==> src/rtl/rom_stream_reader_pkg.sv <==
// rtl/rom_stream_reader_pkg.sv - shared types and constants for the ROM stream reader
package rom_stream_reader_pkg;

  // Default widths shared with the attached memory.
  localparam int DEF_ADDR_WIDTH = 16;
  localparam int DEF_DATA_WIDTH = 16;

  // Output buffering: at most this many words buffered plus in flight.
  localparam int FIFO_DEPTH = 2;

  typedef enum logic {
    IDLE  = 1'b0,
    FETCH = 1'b1
  } state_e;

endpackage

==> src/rtl/rom_stream_reader_stream_fifo2.sv <==
// rtl/rom_stream_reader_stream_fifo2.sv - two-entry synchronous FIFO with occupancy count
module stream_fifo2
  import rom_stream_reader_pkg::*;
#(
  parameter int DATA_WIDTH = DEF_DATA_WIDTH
) (
  input  logic                  clk,
  input  logic                  rst_n,
  input  logic                  push_i,
  input  logic [DATA_WIDTH-1:0] push_data_i,
  input  logic                  pop_i,
  output logic [DATA_WIDTH-1:0] head_o,
  output logic [1:0]            count_o
);

  logic [DATA_WIDTH-1:0] mem_q [FIFO_DEPTH];
  logic                  rd_ptr_q;
  logic                  wr_ptr_q;
  logic [1:0]            count_q;
  logic                  push_ok;
  logic                  pop_ok;

  // A push into a full FIFO is only accepted when a pop frees a slot the same cycle.
  assign pop_ok  = pop_i & (count_q != 2'd0);
  assign push_ok = push_i & ((count_q != 2'd2) | pop_ok);

  assign head_o  = mem_q[rd_ptr_q];
  assign count_o = count_q;

  // Storage, pointers and occupancy update.
  always_ff @(posedge clk or negedge rst_n) begin
    if (!rst_n) begin
      mem_q[0] <= '0;
      mem_q[1] <= '0;
      rd_ptr_q <= 1'b0;
      wr_ptr_q <= 1'b0;
      count_q  <= 2'd0;
    end else begin
      if (push_ok) begin
        mem_q[wr_ptr_q] <= push_data_i;
        wr_ptr_q        <= ~wr_ptr_q;
      end
      if (pop_ok) begin
        rd_ptr_q <= ~rd_ptr_q;
      end
      count_q <= count_q + {1'b0, push_ok} - {1'b0, pop_ok};
    end
  end

endmodule

==> src/rtl/rom_stream_reader.sv <==
// rtl/rom_stream_reader.sv - walks a memory address range and streams the returned words
module rom_stream_reader
  import rom_stream_reader_pkg::*;
#(
  parameter int ADDR_WIDTH = DEF_ADDR_WIDTH,
  parameter int DATA_WIDTH = DEF_DATA_WIDTH,
  parameter int LEN_WIDTH  = ADDR_WIDTH + 1
) (
  input  logic                  clk,
  input  logic                  rst,
  input  logic                  start,
  input  logic [ADDR_WIDTH-1:0] base_addr,
  input  logic [LEN_WIDTH-1:0]  length,
  output logic                  busy,
  output logic                  done,
  output logic [ADDR_WIDTH-1:0] mem_addr,
  input  logic [DATA_WIDTH-1:0] mem_data,
  output logic [DATA_WIDTH-1:0] out_data,
  output logic                  out_valid,
  input  logic                  out_ready,
  output logic                  out_last
);

  state_e                state_q, state_d;
  logic [ADDR_WIDTH-1:0] addr_cnt_q, addr_cnt_d;
  logic [LEN_WIDTH-1:0]  issue_left_q, issue_left_d;
  logic [LEN_WIDTH-1:0]  out_left_q, out_left_d;
  logic                  pending_q, pending_d;
  logic                  done_q, done_d;
  logic [1:0]            fifo_count;
  logic                  pop;
  logic                  issue;
  logic [2:0]            occupancy;

  assign out_valid = (fifo_count != 2'd0);
  assign pop       = out_valid & out_ready;
  // Words buffered or in flight after this cycle's pop; pop implies count >= 1.
  assign occupancy = {1'b0, fifo_count} + {2'b00, pending_q} - {2'b00, pop};

  assign busy     = (state_q == FETCH);
  assign done     = done_q;
  assign mem_addr = addr_cnt_q;
  assign out_last = out_valid & (out_left_q == LEN_WIDTH'(1));

  // Captured memory words wait here until the consumer takes them.
  stream_fifo2 #(
    .DATA_WIDTH (DATA_WIDTH)
  ) u_fifo (
    .clk         (clk),
    .rst_n       (rst),
    .push_i      (pending_q),
    .push_data_i (mem_data),
    .pop_i       (pop),
    .head_o      (out_data),
    .count_o     (fifo_count)
  );

  // Next-state logic: accept start, issue reads under the in-flight limit, count pops.
  always_comb begin
    state_d      = state_q;
    addr_cnt_d   = addr_cnt_q;
    issue_left_d = issue_left_q;
    out_left_d   = out_left_q;
    pending_d    = 1'b0;
    done_d       = 1'b0;
    issue        = 1'b0;
    case (state_q)
      IDLE: begin
        if (start) begin
          if (length != '0) begin
            state_d      = FETCH;
            addr_cnt_d   = base_addr;
            issue_left_d = length;
            out_left_d   = length;
          end else begin
            done_d = 1'b1;
          end
        end
      end
      FETCH: begin
        issue = (issue_left_q != '0) && (occupancy < 3'd2);
        if (issue) begin
          addr_cnt_d   = addr_cnt_q + ADDR_WIDTH'(1);
          issue_left_d = issue_left_q - LEN_WIDTH'(1);
          pending_d    = 1'b1;
        end
        if (pop && (out_left_q != '0)) begin
          out_left_d = out_left_q - LEN_WIDTH'(1);
          if (out_left_q == LEN_WIDTH'(1)) begin
            state_d = IDLE;
            done_d  = 1'b1;
          end
        end
      end
      default: state_d = IDLE;
    endcase
  end

  // State, counters and the one-cycle read-pending flag.
  always_ff @(posedge clk or negedge rst) begin
    if (!rst) begin
      state_q      <= IDLE;
      addr_cnt_q   <= '0;
      issue_left_q <= '0;
      out_left_q   <= '0;
      pending_q    <= 1'b0;
      done_q       <= 1'b0;
    end else begin
      state_q      <= state_d;
      addr_cnt_q   <= addr_cnt_d;
      issue_left_q <= issue_left_d;
      out_left_q   <= out_left_d;
      pending_q    <= pending_d;
      done_q       <= done_d;
    end
  end

endmodule

==> config.mk <==
export PLATFORM = sky130hd
export DESIGN_NAME = rom_stream_reader
export DESIGN_NICKNAME = d
export VERILOG_FILES = /design/src/rtl/rom_stream_reader_pkg.sv /design/src/rtl/rom_stream_reader_stream_fifo2.sv /design/src/rtl/rom_stream_reader.sv
export SDC_FILE = /design/constraint.sdc
export NUM_CORES = 1
export LEC_CHECK = 0
export BUFFER_PORTS_ARGS = -buffer_cell sky130_fd_sc_hd__buf_2
export CORE_UTILIZATION = 40
export CTS_CLUSTER_DIAMETER = 120
export DETAILED_ROUTE_END_ITERATION = 10
export HOLD_SLACK_MARGIN = 0.15
export PLACE_DENSITY_LB_ADDON = 0.15
export SLEW_MARGIN = 10
export SYNTH_ARGS = -nofsm -noshare
export SYNTH_HDL_FRONTEND = slang
export SYNTH_SLANG_ARGS = --single-unit
==> constraint.sdc <==
create_clock -name clk -period 7.37 [get_ports clk]
set_clock_uncertainty 0.15 [all_clocks]
set_input_delay 0.3685 -clock clk [delete_from_list [all_inputs] [get_ports clk]]
set_output_delay 0.3685 -clock clk [all_outputs]
set_load 0.02 [all_outputs]
# After elaboration in Yosys (flattened, before gate mapping)
# Index checks and enable logic that the tools add are counted.
[classes]
n_eq_ne = 6
n_lt_le_gt_ge = 4
bitwise_logic = 10
n_reduce_logical = 9
addsub = 7
n_mux = 28
[op_table]
columns = ["op", "count"]
rows = [
  ["$mux W16", 7],
  ["$mux W17", 4],
  ["$pmux W17 S2", 2],
  ["$reduce_bool A17 Y1", 3],
  ["$sub A17 B1 Y17 const B", 2],
  ["$bwmux W32", 1],
  ["$pmux W16 S2", 1],
  ["$eq A17 B1 Y1 const B", 1],
  ["$add A16 B1 Y16 const B", 1],
  ["$demux W16 S1", 1],
  ["$mux W1", 10],
  ["$ne A2 B2 Y1 const B", 3],
  ["$reduce_and A3 Y1", 2],
  ["$and A1 B1 Y1", 4],
  ["$ge A2 B2 Y1 const B", 2],
  ["$ne A2 B1 Y1 const B", 2],
  ["$not A1 Y2", 2],
  ["$pmux W1 S2", 2],
  ["$add A2 B1 Y3", 1],
  ["$logic_and A1 B1 Y1", 3],
  ["$lt A3 B2 Y1 const B", 1],
  ["$not A1 Y1", 3],
  ["$sub A3 B1 Y3", 1],
  ["$add A2 B1 Y2", 1],
  ["4 further kinds", 4],
]
[word_totals]
reg_bits = 89
input_bits = 53

# Depth between registers and ports, before layout
[depth]
word_depth = 7
ltp_mapped = 11
ltp_nobuf = 10

# Hierarchy
# A second synthesis with hierarchy kept.
[hier_totals]
cells_unflattened = 534
hier_area_um2 = 5293.8
[modules_own_cells]
columns = ["module", "area_per_inst_um2", "cells_per_inst", "seq_area_each_um2", "n_inst"]
rows = [
  ["rom_stream_reader", 3608.5, 425, 1326.3, 1],
  ["stream_fifo2", 1685.4, 109, 900.9, 1],
]

# Worst setup path after synthesis
# No wires, ideal clock.
[synth_timing]
kind = "reg2reg"
startpoint = "register u_fifo.count_q[1], in the netlist u_fifo.count_o[1]"
endpoint = "register addr_cnt_q[7], in the netlist mem_addr[7]"
period_less_slack_ns = 3.277
setup_time_ns = 0.137
path_buffers = 1
path_stages_with_launch = 12
setup_slack_ns = 4.093
arrival_time_ns = 2.990
required_ns = 7.083
path_cell_list = "dfrtp_1 > o21ai_1 > inv_1 > ha_1 > nand2b_1 > fa_1 > xnor2_1 > and2_1 > clkbuf_1 > nand3_2 > o32ai_1 > a21oi_1"
[synth_between]
elab_chain_cells = 7
[synth_lines]
columns = ["element", "line_no", "rtl"]
rows = [
  ["start: declaration", "rom_stream_reader_stream_fifo2.sv:19", "logic [1:0] count_q;"],
  ["start signal: assignment", "rom_stream_reader_stream_fifo2.sv:46", "count_q <= count_q + {1'b0, push_ok} - {1'b0, pop_ok};"],
  ["parallel branches: the longest is 2 deep, another holds $add A2 B1 Y3", "--", ""],
  ["$sub A3 B1 Y3 *", "rom_stream_reader.sv:38", "assign occupancy = {1'b0, fifo_count} + {2'b00, pending_q} - {2'b00, pop};"],
  ["$lt A3 B2 Y1 *", "rom_stream_reader.sv:81", "issue = (issue_left_q != '0) && (occupancy < 3'd2);"],
  ["$logic_and A1 B1 Y1 *", "rom_stream_reader.sv:81", ""],
  ["$ne A2 B1 Y1 (no line) *", "--", ""],
  ["$reduce_and A3 Y1 (no line) *", "--", ""],
  ["end signal: assignment", "rom_stream_reader.sv:110", "addr_cnt_q <= addr_cnt_d;"],
  ["end: declaration", "rom_stream_reader.sv:25", "logic [ADDR_WIDTH-1:0] addr_cnt_q, addr_cnt_d;"],
]
# Every way passes the cells marked *.
# A chain may end at the register's enable or synchronous reset.

# Worst setup path after layout
[layout_timing]
startpoint = "register u_fifo.count_q[1], in the netlist u_fifo.count_o[1]"
endpoint = "register issue_left_q[0]"
[layout_between]
elab_chain_cells = 7
[layout_lines]
columns = ["element", "line_no", "rtl"]
rows = [
  ["parallel branches: the longest is 2 deep, another holds $add A2 B1 Y3", "--", ""],
  ["$sub A3 B1 Y3 *", "rom_stream_reader.sv:38", ""],
  ["$lt A3 B2 Y1 *", "rom_stream_reader.sv:81", ""],
  ["$logic_and A1 B1 Y1 *", "rom_stream_reader.sv:81", ""],
  ["$ne A2 B1 Y1 (no line) *", "--", ""],
  ["$reduce_and A3 Y1 (no line) *", "--", ""],
  ["end signal: assignment", "rom_stream_reader.sv:111", "issue_left_q <= issue_left_d;"],
  ["end: declaration", "rom_stream_reader.sv:26", "logic [LEN_WIDTH-1:0] issue_left_q, issue_left_d;"],
]
# Marks and branches as above.

==> metrics.txt <==
# TYPE chip_impl_metric gauge
chip_impl_info{name="status",value="complete, no violations"} 1
chip_impl_metric{name="place_congestion",unit=""} 0.8619
chip_impl_metric{name="first_pass_grt_wire_length",unit="um"} 24720
chip_impl_metric{name="first_pass_iters",unit=""} 5
chip_impl_info{name="synth_flop_cell",value="sky130_fd_sc_hd__dfrtp_1"} 1
chip_impl_metric{name="htree_num_levels",unit=""} 3
chip_impl_metric{name="initialDrtViolationCount",unit=""} 277
chip_impl_metric{name="finalHoldViolCount",unit=""} 0
chip_impl_metric{name="final_core_utilization",unit="%"} 49.86
chip_impl_metric{name="finalSetupViolations",unit=""} 0
chip_impl_metric{name="avgRoutedWirePerCell",unit="um"} 18.54
chip_impl_metric{name="grt_util_all_layers",unit="%"} 22.60
chip_impl_metric{name="final_nets",unit=""} 698
chip_impl_info{name="cts_tree",value="built"} 1
chip_impl_metric{name="drcViolationCount",unit=""} 0
chip_impl_info{name="clock_tree.root_cell",value="sky130_fd_sc_hd__clkbuf_16"} 1
chip_impl_metric{name="layout_worst_path_cycle_share",unit="%"} 55.92
chip_impl_metric{name="period_needed",unit="ps"} 4121
chip_impl_metric{name="clock.fmax",unit="MHz"} 242.7
chip_impl_metric{name="synthCells",unit=""} 543
chip_impl_info{name="startpoint_type",value="register"} 1
chip_impl_metric{name="area.growth.synth_to_final",unit="%"} 19.71
chip_impl_metric{name="initial_utilization",unit="%"} 41.65
chip_impl_metric{name="n_antenna_cell",unit=""} 0
chip_impl_info{name="worstPathCellList",value="o21ai_1, inv_1, ha_1, nand2b_1, fa_1, xnor2_1, and2_1, nand2_2, a21oi_2, mux2_2"} 1
chip_impl_metric{name="coreArea",unit="um2"} 12770
chip_impl_metric{name="pwr_density_cell",unit="nW/um2"} 378.8
chip_impl_metric{name="filler_cell_count",unit=""} 1192
chip_impl_metric{name="syn_avg_cell_area",unit="um2"} 9.798
chip_impl_metric{name="clock_tree_buffer_depth",unit=""} 2
chip_impl_metric{name="holdWs",unit="ps"} 170.8
chip_impl_metric{name="die_width",unit="um"} 117.3
chip_impl_metric{name="synth_enable_flop_cells",unit=""} 0
chip_impl_metric{name="clk_pin_slew",unit="ps"} 70
chip_impl_metric{name="pin_count_of_the_biggest_net_entering_global_routing",unit=""} 46
chip_impl_metric{name="cellLeakagePower",unit="nW"} 2.626
chip_impl_metric{name="placed_wire_length_estimate_after_detailed_placement",unit="um"} 10530
chip_impl_metric{name="slew_violations",unit=""} 0
chip_impl_metric{name="rows",unit=""} 41
chip_impl_metric{name="r2r_setup_slack",unit="ps"} 3250
chip_impl_info{name="crit_slowest_cell",value="sky130_fd_sc_hd__and2_1"} 1
chip_impl_metric{name="slew_headroom",unit="%"} 47.86
chip_impl_metric{name="chipHeight",unit="um"} 117.3
chip_impl_info{name="grt_setup_unrepaired",value="no"} 1
chip_impl_metric{name="max-vdd-ir-drop",unit="V"} 0.0001349
chip_impl_metric{name="postSynthRegisterBits",unit=""} 89
chip_impl_metric{name="number_of_distinct_library_cells_after_synthesis",unit=""} 71
chip_impl_metric{name="worst_slew_pin_slew",unit="ps"} 782.1
chip_impl_metric{name="grt.overflow.total",unit=""} 0
chip_impl_info{name="worstHoldPathType",value="primary input to register"} 1
chip_impl_metric{name="totalWireLength",unit="um"} 15050
chip_impl_metric{name="top_level_ports",unit=""} 89
chip_impl_metric{name="first_global_vias",unit=""} 4630
chip_impl_metric{name="post_route_antenna_net_violation_count",unit=""} 0
chip_impl_metric{name="pre_cts_ws",unit="ps"} 3274
chip_impl_metric{name="synthArstFlopShare",unit="%"} 100.0
chip_impl_metric{name="vias",unit=""} 4730
chip_impl_metric{name="grt_antenna_before_repair",unit=""} 0
chip_impl_metric{name="netlist_area",unit="um2"} 5320
chip_impl_metric{name="die-area",unit="um2"} 13770
chip_impl_metric{name="critical_path.max_fanout",unit=""} 12
chip_impl_metric{name="clk-insertion-delay-late",unit="ps"} 350
chip_impl_metric{name="via_density_per_instance",unit=""} 5.825
chip_impl_metric{name="postCtsSetupBuffers",unit=""} 0
chip_impl_metric{name="synth.yosys.warnings",unit=""} 0
chip_impl_info{name="timing.critical_path.to_type",value="register"} 1
chip_impl_metric{name="numCtsBuffers",unit=""} 9
chip_impl_metric{name="max_cap_viol_count",unit=""} 0
chip_impl_info{name="worst_setup_path_category",value="register to register"} 1
chip_impl_metric{name="cts.sinks",unit=""} 89
chip_impl_metric{name="syn-num-nets",unit=""} 606
chip_impl_metric{name="crit_arrival",unit="ps"} 4210
chip_impl_metric{name="fin_ws",unit="ps"} 3249
chip_impl_metric{name="yosysSeqAreaShare",unit="%"} 41.86
chip_impl_metric{name="port_buffers",unit=""} 88
chip_impl_metric{name="fin_tns_setup",unit="ps"} 0
chip_impl_metric{name="critical_path.n_buffers_inverters",unit=""} 1
chip_impl_metric{name="cp_slowest_stage_delay",unit="ps"} 520
chip_impl_metric{name="report.power.total",unit="mW"} 2.413
chip_impl_metric{name="final_layout_size_suffix_gt1_share",unit="%"} 28.44
chip_impl_metric{name="cp.required",unit="ps"} 7450
chip_impl_info{name="cpLargestDelayFamily",value="compound AO/OA/AOI/OAI gates"} 1
repair_timing:
action / CTS / global route
resized for setup: 0 / 0
hold buffers: 19 / 0
endpoints found under the hold margin: 78 / 0
cells by family after synthesis:
family	share of synthesized area (%)
compound gates	18.02
xor+xnor	3.622
fa+ha+maj	2.493
mux	11.90
flops	41.86
simple gates	18.13
buf+inv	3.974
worst register-to-register path, stage by stage, from the launching register on:
cell	delay, ps
sky130_fd_sc_hd__dfrtp_1	460
sky130_fd_sc_hd__o21ai_1	450
sky130_fd_sc_hd__inv_1	190
sky130_fd_sc_hd__ha_1	300
sky130_fd_sc_hd__nand2b_1	150
sky130_fd_sc_hd__fa_1	370
sky130_fd_sc_hd__xnor2_1	340
sky130_fd_sc_hd__and2_1	520
sky130_fd_sc_hd__nand2_2	210
sky130_fd_sc_hd__a21oi_2	470
sky130_fd_sc_hd__mux2_2	390
area by class of cell:
type                       instances  area, um2  share of cell area (%)
inverter                          19      71.32                   1.120
tap                              172      215.2                   3.379
multi-input combinational        401       2882                   45.25
sequential                        89       2228                   34.99
timing repair buffer             115      693.2                   10.88
clock buffer                      10      229.0                   3.595
clock inverter                     6      50.05                  0.7859
report_power, final:
part / switching (mW) / internal [mW] / total [mW] / leakage, nW
Clock: 0.206 / 0.232 / 0.439 / 0.130
Sequential: 0.204 / 0.686 / 0.889 / 1.05
Combinational: 0.610 / 0.475 / 1.08 / 1.45
Total: 1.02 / 1.39 / 2.41 / 2.63
final timing paths:
path | startpoint | endpoint | depth (start not counted)
min in group asynchronous | rst | out_left_q[10]$_DFFE_PN0P_ | 2
hold / removal | base_addr[1] | mem_addr[1]$_DFFE_PN0P_ | 3
max in group asynchronous | rst | mem_addr[5]$_DFFE_PN0P_ | 3
setup / recovery | u_fifo.count_o[1]$_DFF_PN0_ | issue_left_q[0]$_DFFE_PN0P_ | 10
hold reg to reg | u_fifo.wr_ptr_q$_DFFE_PN0P_ | u_fifo.wr_ptr_q$_DFFE_PN0P_ | 1
setup reg to reg | u_fifo.count_o[1]$_DFF_PN0_ | issue_left_q[0]$_DFFE_PN0P_ | 10
synthesized netlist by cell type, types with 4 or more instances:
library cell	count	area [um2]
sky130_fd_sc_hd__dfrtp_1	89	2227
sky130_fd_sc_hd__clkbuf_1	26	97.59
sky130_fd_sc_hd__and3_1	7	43.79
sky130_fd_sc_hd__inv_1	17	63.81
sky130_fd_sc_hd__mux2i_1	7	70.07
sky130_fd_sc_hd__a31oi_1	5	31.28
sky130_fd_sc_hd__nor4_1	13	81.33
sky130_fd_sc_hd__o21ai_0	13	65.06
sky130_fd_sc_hd__or2_2	6	37.54
sky130_fd_sc_hd__or3_1	5	31.28
sky130_fd_sc_hd__nand2_1	33	123.9
sky130_fd_sc_hd__o211ai_1	9	67.56
sky130_fd_sc_hd__nand3_1	15	75.07
sky130_fd_sc_hd__xnor2_1	15	131.4
sky130_fd_sc_hd__o221ai_1	4	35.03
sky130_fd_sc_hd__a21oi_1	31	155.2
sky130_fd_sc_hd__o22ai_1	10	62.56
sky130_fd_sc_hd__a211oi_1	8	60.06
sky130_fd_sc_hd__a211o_1	4	35.03
sky130_fd_sc_hd__nor2_1	33	123.9
sky130_fd_sc_hd__a2bb2oi_1	4	35.03
sky130_fd_sc_hd__nand4_1	10	62.56
sky130_fd_sc_hd__ha_1	9	112.6
sky130_fd_sc_hd__buf_2	4	20.02
sky130_fd_sc_hd__o41ai_1	6	52.55
sky130_fd_sc_hd__xor2_1	7	61.31
sky130_fd_sc_hd__mux2_2	50	563.0
sky130_fd_sc_hd__and4_1	4	35.03
sky130_fd_sc_hd__a221o_1	6	60.06
sky130_fd_sc_hd__nor3_1	25	125.1
sky130_fd_sc_hd__or4_1	7	52.55
layout by cell type (no fill, tap or decap), drive strengths merged, types with 3 or more instances in the layout:
master,instances
buf,96
dfrtp,89
mux2,50
nand2,34
nor2,33
a21oi,32
nor3,25
inv,20
dlygate4sd3,19
nand3,16
xnor2,15
nor4,14
o21ai,14
nand4,11
o22ai,10
clkbuf,10
o211ai,9
ha,9
a211oi,8
or4,8
xor2,7
and3,7
mux2i,7
or2,6
a221o,6
o41ai,6
or3,5
a31oi,5
o221ai,4
a211o,4
and4,4
a2bb2oi,4
o32ai,3
o31ai,3
a32oi,3
a2111oi,3
and2,3
clkinv,3
through the flow:
step                instances  area (um2)
CTS                       812        6369
global route              812        6369
finish                    812        6369
detailed placement        777        5899
global placement          777        5899
floorplan                 543        5320
routing by layer:
metal / vias up / track usage (%) / wire [um]
li1: 2256 / - / -
met1: 2301 / 31.76 / 7052
met2: 154 / 35.80 / 7009
met3: 19 / 2.918 / 753
met4: 0 / 7.468 / 236
met5: - / 0 / 0
sequential cells by signal, summed over array words and instances, names as in the netlist:
signal           flops
issue_left_q        17
out_left_q          17
mem_addr            16
done                 1
busy                 1
u_fifo.wr_ptr_q      1
u_fifo.rd_ptr_q      1
pending_q            1
u_fifo.mem_q        32
u_fifo.count_o       2
No activity file was read; power rests on OpenSTA's default activity.
